===== src/rtl/lock_pkg.sv =====
// Shared types and constants for the lock attempt controller.
// The CHANGE state exists only when PW_CHANGE_EN is defined.
package lock_pkg;

    localparam int              PW_W     = 16;
    localparam logic [PW_W-1:0] DEF_PW_C = 16'h01AF;
    localparam int              CNT_W    = 8;

    typedef enum logic [1:0] {
        READY  = 2'd0,
        OPEN   = 2'd1,
        LOCKED = 2'd2
`ifdef PW_CHANGE_EN
        ,
        CHANGE = 2'd3
`endif
    } lock_state_t;

endpackage


===== src/rtl/lock_tick_cnt.sv =====
// Loadable 8-bit down-counter holding the ticks remaining in OPEN or LOCKED.
// Load wins over decrement; the count holds at zero instead of wrapping.
module lock_tick_cnt
    import lock_pkg::*;
(
    input  logic             clk,
    input  logic             rst_n,
    input  logic             load_i,
    input  logic [CNT_W-1:0] load_val_i,
    input  logic             dec_i,
    output logic [CNT_W-1:0] cnt_o,
    output logic             zero_o
);

    logic [CNT_W-1:0] cnt_q, cnt_d;

    // NOTE: every always_comb output gets a default first so no path leaves it unassigned (no latch).
    always_comb begin
        cnt_d = cnt_q;
        if (load_i) begin
            cnt_d = load_val_i;
        end else if (dec_i && (cnt_q != '0)) begin
            cnt_d = cnt_q - 1'b1;
        end
    end

    // NOTE: state registers use non-blocking assignments so all flops update together at the edge.
    always_ff @(posedge clk or negedge rst_n) begin
        if (!rst_n) begin
            cnt_q <= '0;
        end else begin
            cnt_q <= cnt_d;
        end
    end

    assign cnt_o  = cnt_q;
    assign zero_o = (cnt_q == '0);

endmodule


===== src/rtl/lock_attempt_ctrl.sv =====
// Password-attempt controller: opens on a match, locks out after MAX_FAIL misses.
// Define PW_CHANGE_EN to add the CHANGE state and a writable password register.
module lock_attempt_ctrl
    import lock_pkg::*;
#(
    parameter int              MAX_FAIL = 3,
    parameter int              LOCK_SEC = 30,
    parameter int              OPEN_SEC = 5,
    parameter logic [PW_W-1:0] DEF_PW   = DEF_PW_C
) (
    input  logic            clk_50,
    input  logic            rst_n,
    input  logic            tick,
    input  logic            verify_req,
    input  logic [PW_W-1:0] entry_pw,
    input  logic            chg_req,
    output logic            entry_en,
    output logic            unlock,
    output logic            alarm,
    output logic [2:0]      fail_cnt,
    output logic [7:0]      remain
);

    localparam logic [2:0]       MAX_FAIL_C = 3'(MAX_FAIL);
    localparam logic [CNT_W-1:0] LOCK_C     = CNT_W'(LOCK_SEC);
    localparam logic [CNT_W-1:0] OPEN_C     = CNT_W'(OPEN_SEC);

    lock_state_t      state_q, state_d;
    logic [2:0]       fail_q, fail_d, fail_inc;
    logic             cnt_load, cnt_dec, cnt_zero, expire;
    logic [CNT_W-1:0] cnt_val, cnt;
    logic [PW_W-1:0]  pw_q;
`ifdef PW_CHANGE_EN
    logic             pw_we;
`endif

    assign fail_inc = (fail_q == MAX_FAIL_C) ? fail_q : fail_q + 3'd1;
    assign expire   = tick && (cnt == CNT_W'(1));

    always_comb begin
        state_d  = state_q;
        fail_d   = fail_q;
        cnt_load = 1'b0;
        cnt_val  = '0;
        cnt_dec  = 1'b0;
`ifdef PW_CHANGE_EN
        pw_we    = 1'b0;
`endif
        case (state_q)
            READY: begin
                if (verify_req) begin
                    if (entry_pw == pw_q) begin
                        state_d  = OPEN;
                        fail_d   = '0;
                        cnt_load = 1'b1;
                        cnt_val  = OPEN_C;
                    end else begin
                        fail_d = fail_inc;
                        if (fail_inc == MAX_FAIL_C) begin
                            state_d  = LOCKED;
                            cnt_load = 1'b1;
                            cnt_val  = LOCK_C;
                        end
                    end
                end
            end
            OPEN: begin
`ifdef PW_CHANGE_EN
                if (chg_req) begin
                    state_d  = CHANGE;
                    cnt_load = 1'b1;
                end else
`endif
                if (cnt_zero) begin
                    state_d = READY;
                end else if (tick) begin
                    cnt_dec = 1'b1;
                    if (expire) state_d = READY;
                end
            end
            LOCKED: begin
                // A drained counter in LOCKED is recovered the same way as a normal expiry.
                if (cnt_zero || expire) begin
                    state_d = READY;
                    fail_d  = '0;
                end
                cnt_dec = tick;
            end
`ifdef PW_CHANGE_EN
            CHANGE: begin
                if (verify_req) begin
                    pw_we   = 1'b1;
                    state_d = READY;
                end
            end
`endif
            default: state_d = READY;
        endcase
    end

    always_ff @(posedge clk_50 or negedge rst_n) begin
        if (!rst_n) begin
            state_q <= READY;
            fail_q  <= '0;
        end else begin
            state_q <= state_d;
            fail_q  <= fail_d;
        end
    end

`ifdef PW_CHANGE_EN
    always_ff @(posedge clk_50 or negedge rst_n) begin
        if (!rst_n) begin
            pw_q <= DEF_PW;
        end else if (pw_we) begin
            pw_q <= entry_pw;
        end
    end
`else
    logic unused_chg;
    assign pw_q       = DEF_PW;
    assign unused_chg = chg_req;
`endif

    lock_tick_cnt u_remain (
        .clk        (clk_50),
        .rst_n      (rst_n),
        .load_i     (cnt_load),
        .load_val_i (cnt_val),
        .dec_i      (cnt_dec),
        .cnt_o      (cnt),
        .zero_o     (cnt_zero)
    );

    assign unlock   = (state_q == OPEN);
    assign alarm    = (state_q == LOCKED);
`ifdef PW_CHANGE_EN
    assign entry_en = (state_q == READY) || (state_q == CHANGE);
`else
    assign entry_en = (state_q == READY);
`endif
    assign fail_cnt = fail_q;
    assign remain   = cnt;

endmodule


===== config.mk =====
export PLATFORM = sky130hd
export DESIGN_NAME = lock_attempt_ctrl
export DESIGN_NICKNAME = d
export VERILOG_FILES = /design/src/rtl/lock_pkg.sv /design/src/rtl/lock_tick_cnt.sv /design/src/rtl/lock_attempt_ctrl.sv
export SDC_FILE = /design/constraint.sdc
export NUM_CORES = 1
export LEC_CHECK = 0
export CELL_PAD_IN_SITES_DETAIL_PLACEMENT = 0
export CELL_PAD_IN_SITES_GLOBAL_PLACEMENT = 2
export CORE_ASPECT_RATIO = 0.75
export CORE_UTILIZATION = 27
export DETAILED_ROUTE_END_ITERATION = 8
export PLACE_DENSITY = 0.92
export SKIP_LAST_GASP = 1
export SYNTH_ARGS = -nofsm -noshare
export SYNTH_HDL_FRONTEND = slang
export SYNTH_SLANG_ARGS = --single-unit

===== constraint.sdc =====
create_clock -name clk_50 -period 4.9 [get_ports clk_50]
set_input_delay 1.47 -clock clk_50 [delete_from_list [all_inputs] [get_ports clk_50]]
set_output_delay 1.47 -clock clk_50 [all_outputs]
set_load 0.05 [all_outputs]

# Word-level counts from Yosys, hierarchy flattened
# Index checks and enable logic that the tools add are counted.
word_totals:
  register_bits: 13
  in_bits: 21
  output_inout_bits: 14
  word_cells: 52
op_classes:
  n_addsub: 2
  eq_ne: 11
  n_mux: 26
  n_reduce_logical: 10
ops:
  columns: ["cell", "n"]
  rows:
  - ["5-bit 2-to-1 mux", 4]
  - ["16-bit by 9-bit equality test with 1-bit output, second input constant", 1]
  - ["8-bit 2-to-1 mux", 2]
  - ["2-bit 2-to-1 mux", 7]
  - ["3-bit 2-to-1 mux", 4]
  - ["8-bit by 1-bit equality test with 1-bit output, second input constant", 1]
  - ["8-bit logical NOT", 1]
  - ["8-bit nonzero test", 1]
  - ["8-bit by 1-bit subtractor with 8-bit output, second input constant", 1]
  - ["3-bit by 2-bit equality test with 1-bit output, second input constant", 2]
  - ["1-bit 2-to-1 mux", 6]
  - ["3-bit by 1-bit inequality test with 1-bit output, second input constant", 2]
  - ["2-bit case mux with 3 select lines", 1]
  - ["3-bit case mux with 2 select lines", 1]
  - ["5-bit AND reduction", 1]
  - ["2-bit nonzero test", 2]
  - ["3-bit by 1-bit adder with 3-bit output, second input constant", 1]
  - ["3-bit by 2-bit inequality test with 1-bit output, second input constant", 1]
  - ["3-bit AND reduction", 1]
  - ["2-bit by 1-bit equality test with 1-bit output, second input constant", 1]
  - ["2-bit equality test, second input constant", 1]
  - ["1-bit logical AND", 2]
  - ["2-bit logical NOT", 1]
  - ["2-bit by 1-bit inequality test with 1-bit output, second input constant", 1]
  - ["3 further kinds", 3]

# Longest topological paths before layout
logic_depth:
  word_depth: 8
  depth_mapped: 7
  mapped_depth_nobuf: 6

# Cells and area by module
# Synthesis repeated with hierarchy kept, for this count alone.
unflattened:
  hier_cells: 112
  hier_area_um2: 1013.5
by_module_without_submodules:
  columns: ["module", "instances", "cells_per_inst", "area_each_um2"]
  rows:
  - ["lock_tick_cnt", 1, 58, 528.0]
  - ["lock_attempt_ctrl", 1, 54, 485.5]

# Least setup slack after synthesis
# Ideal clock, no wire load.
synth_timing:
  path_kind: "input port to flip-flop"
  startpoint: "input tick"
  endpoint: "register u_remain.cnt_q[7], in the netlist u_remain.cnt_o[7]"
  setup_time_ps: 78
  arrival_ps: 2482
  required_time_ps: 4822
  setup_slack_ps: 2340
  path_stages: 5
  n_path_buf: 1
  cell_sequence: "o211ai_1 > a21o_1 > buf_6 > or4_1 > a21oi_1"
synth_via:
  elab_chain_len: 5
synth_lines:
  columns: ["element", "line_no", "text"]
  rows:
  - ["from (decl)", "lock_attempt_ctrl.sv:13", "input logic tick,"]
  - ["1-bit 2-to-1 mux", "lock_attempt_ctrl.sv:76", "end else if (tick) begin"]
  - ["1-bit 2-to-1 mux", "lock_attempt_ctrl.sv:74", "if (cnt_zero) begin"]
  - ["1-bit case mux with 2 select lines *", "lock_attempt_ctrl.sv:49", "case (state_q)"]
  - ["1-bit logical AND *", "lock_tick_cnt.sv:22", "end else if (dec_i && (cnt_q != '0)) begin"]
  - ["2-bit nonzero test (no line) *", null, null]
  - ["to (signal assigned)", "lock_tick_cnt.sv:32", "cnt_q <= cnt_d;"]
  - ["to (decl)", "lock_tick_cnt.sv:15", "logic [CNT_W-1:0] cnt_q, cnt_d;"]
# Mark *: on every way between the ends. The rest lies on a longest branch, timed or not.
# A chain may end at the register's enable or synchronous reset.

# Worst setup path in the final report
layout_timing:
  startpoint: "register state_q[1]"
  endpoint: "output entry_en"
layout_via:
  elab_chain_len: 1
layout_lines:
  columns: ["element", "line_no", "text"]
  rows:
  - ["from (decl)", "lock_attempt_ctrl.sv:28", "lock_state_t state_q, state_d;"]
  - ["from (signal assigned)", "lock_attempt_ctrl.sv:106", "state_q <= state_d;"]
  - ["2-bit logical NOT", "lock_attempt_ctrl.sv:140", "assign entry_en = (state_q == READY);"]
  - ["to (decl)", "lock_attempt_ctrl.sv:17", "output logic entry_en,"]
# No other way between the ends.

==> results.yml <==
placed_design:
  numPortBuffers: 33
  dp.final_hpwl_um: 1880
  place.gp.congestion: 0.751
  place_inst: 170
layout:
  finish.net_count: 165
  area_growth_pct: 44.7
  layout-drive-gt1-share_pct: 6.62
  diodes: 0
  layout.cells.non_filler: 174
critical_path:
  cp_max_fo: 5
  cp-start-kind: "flop"
  crit_type: "reg -> out"
  end_kind: "output port"
  required_ps: 3430
  arrival_ps: 1840
sta:
  rsz0062_at_grt: "no"
  fmax_mhz: 302
  worstMarginPinSlew_ps: 610
  period_share_pct: 67.6
  finClkSkew_ps: 0.680
  finalCriticalPeriod_ps: 3310
  fin_setup_tns_ps: 0
  maxSlewViolCount: 0
  hold_viol_final: 0
  maxSlewHeadroom_pct: 58.3
  setup_violations: 0
clock_tree:
  tritoncts: "yes"
  path_clk_slew_ps: 50
  cts.sinks: 13
  clock_path_buffers: 2
  cts_resized: 0
  clkLatencyLatePin_ps: 240
  ctsHoldBuffers: 0
  clockRootBuffer: "clkbuf_8"
  cts_buffers: 3
  postCtsSetupRepairBufs: 0
  htree_num_levels: 1
global_route:
  antenna_found_initial: 0
  grt_max_degree: 14
  track_usage_pct: 14.1
  overflow: 0
  grt_pass1_wl_um: 3900
  grt_pass1_vias: 835
logic_synthesis:
  synthSimpleGateAreaFrac_pct: 26.2
  netlist.area_leader.share_pct: 35.3
  ys_seq_elements: 13
  syn_area_um2: 921
  syn_nets: 128
  yosysSeqAreaShare_pct: 35.3
  synth_compound_gate_area_share_pct: 20.2
  synth_top_family_by_area: "simple AND/OR/NAND/NOR gates"
  avgSynthCellArea_um2: 9.21
  synth.area.top_cells: "dfrtp_1, ha_1, o211ai_1"
  yosys_warnings: 0
  synth_fa_ha_area_share_pct: 9.51
  muxShareOfSynthArea_pct: 0
  yosys.area_share.xor_xnor_pct: 3.80
  synth_area_leader_cell: "dfrtp_1"
  synth_cell_types: 34
  synth_cells: 100
pwr:
  power_density_nw_per_um2: 529
  power_leakage_nw: 0.531
  vdd_drop_max_mv: 0.369
route:
  first_iter_violations: 29
  drtPass1Iterations: 4
  drc: 0
  wl_um: 2390
  vias_per_cell: 5.21
  route.detailed.wl_per_inst_um: 13.8
  vias: 907
  antenna_left: 0
floorplan:
  die-area_um2: 3650
  ios: 35
  start_util_pct: 29.9
  die_y_um: 52.6
  core_um2: 3080
  num_rows: 17
  die_w_um: 69.4
run:
  maxCapViolations: 0
min_path:
  hp-class: "reg -> reg"
outcome:
  outcome: "completed"
==> cell usage after synthesis <==
| master | instances |
|---|---|
| buf_6 | 1 |
| a2111oi_0 | 1 |
| nand2_1 | 3 |
| and2_1 | 1 |
| inv_1 | 9 |
| o31ai_1 | 2 |
| a21boi_0 | 1 |
| dfrtp_1 | 13 |
| a21o_1 | 3 |
| and3b_1 | 1 |
| nor3_1 | 4 |
| a22oi_1 | 1 |
| nor4bb_1 | 1 |
| a31oi_1 | 3 |
| and4_1 | 1 |
| o211ai_1 | 7 |
| or3_1 | 3 |
| a31o_2 | 1 |
| o21ai_0 | 4 |
| ha_1 | 7 |
| nand3_1 | 1 |
| nor4_1 | 2 |
| nor2b_1 | 2 |
| nand2b_1 | 1 |
| xnor2_1 | 4 |
| nand4bb_1 | 1 |
| a21oi_1 | 5 |
| or2_2 | 5 |
| or3b_1 | 2 |
| nor2_1 | 4 |
| nor3b_1 | 1 |
| or4_1 | 2 |
| nor4b_1 | 2 |
| nand4_1 | 1 |
==> sequential cells by signal (all words and copies together), names as in the netlist <==
name,cells
fail_cnt,3
u_remain.cnt_o,8
state_q,2
==> final cells by class <==
class	count	area, um^2
Clock buffer	4	45.0
Fill cell	307	1750
Inverter	9	33.8
Multi-Input combinational cell	77	551
Sequential cell	13	325
Tap cell	38	47.5
Timing Repair Buffer	33	330
==> worst paths after layout <==
kind	startpoint	endpoint	slack, ps	depth (start not counted)
setup reg to reg	u_remain.cnt_o[0]$_DFFE_PN0P_	u_remain.cnt_o[2]$_DFFE_PN0P_	2830	6
max in group asynchronous	rst_n	state_q[0]$_DFFE_PN0P_	2920	1
hold reg to reg	u_remain.cnt_o[1]$_DFFE_PN0P_	u_remain.cnt_o[1]$_DFFE_PN0P_	590	2
setup / recovery	state_q[1]$_DFFE_PN0P_	entry_en	1590	3
min in group asynchronous	rst_n	fail_cnt[2]$_DFFE_PN0P_	1600	1
hold / removal	u_remain.cnt_o[1]$_DFFE_PN0P_	u_remain.cnt_o[1]$_DFFE_PN0P_	590	2
==> critical path, stage by stage, from the launching register on <==
cell,delay [ps]
dfrtp_1,400
inv_1,110
ha_1,260
clkdlybuf4s50_1,830
==> kinds of logic after synthesis <==
family / count (synthesis)
and+or+nand+nor: 38
AOI/OAI and AO/OA: 28
DFF: 13
buffers and inverters: 10
adders and majority gates: 7
xor gates and xnor gates: 4
==> where the power goes <==
part           internal (mW)  switching [mW]
Sequential             0.140          0.0417
Clock                 0.0575          0.0386
Combinational          0.166           0.261
Total                  0.363           0.342
==> metal layers <==
metal,wire (um),GRT usage [%]
met1,1120,17.3
met2,1060,23.1
met3,191,5.38
met4,24,4.08
met5,0,0
==> stage by stage <==
stage	utilization [%]	total power, mW	setup WS (ps)	instance area, um^2	hold WS [ps]
floorplan	-	0.477	2340	921	539
global placement	41.7	0.602	1720	1290	575
detailed placement	41.7	0.609	1700	1290	584
CTS	43.2	0.709	1580	1330	594
global route	43.2	0.753	1500	1330	629
finish	43.2	0.704	1590	1330	591
==> cells in the final DEF, fill, tap and decap left out, drive strengths merged <==
master / count
o31ai: 2
nand3: 1
nor3: 4
or3b: 2
nor2b: 2
or2: 5
or3: 3
and3b: 1
nor4b: 2
nor4: 2
xnor2: 4
a21o: 3
and2: 1
a21boi: 1
inv: 9
nand4: 1
or4: 2
a2111oi: 1
and4: 1
clkbuf: 4
a31oi: 3
nand2: 3
a21oi: 5
a31o: 1
clkdlybuf4s50: 33
o211ai: 7
o21ai: 4
nor4bb: 1
ha: 7
nor3b: 1
nand2b: 1
nand4bb: 1
dfrtp: 13
nor2: 4
a22oi: 1
(Power assumes the default switching activity.)
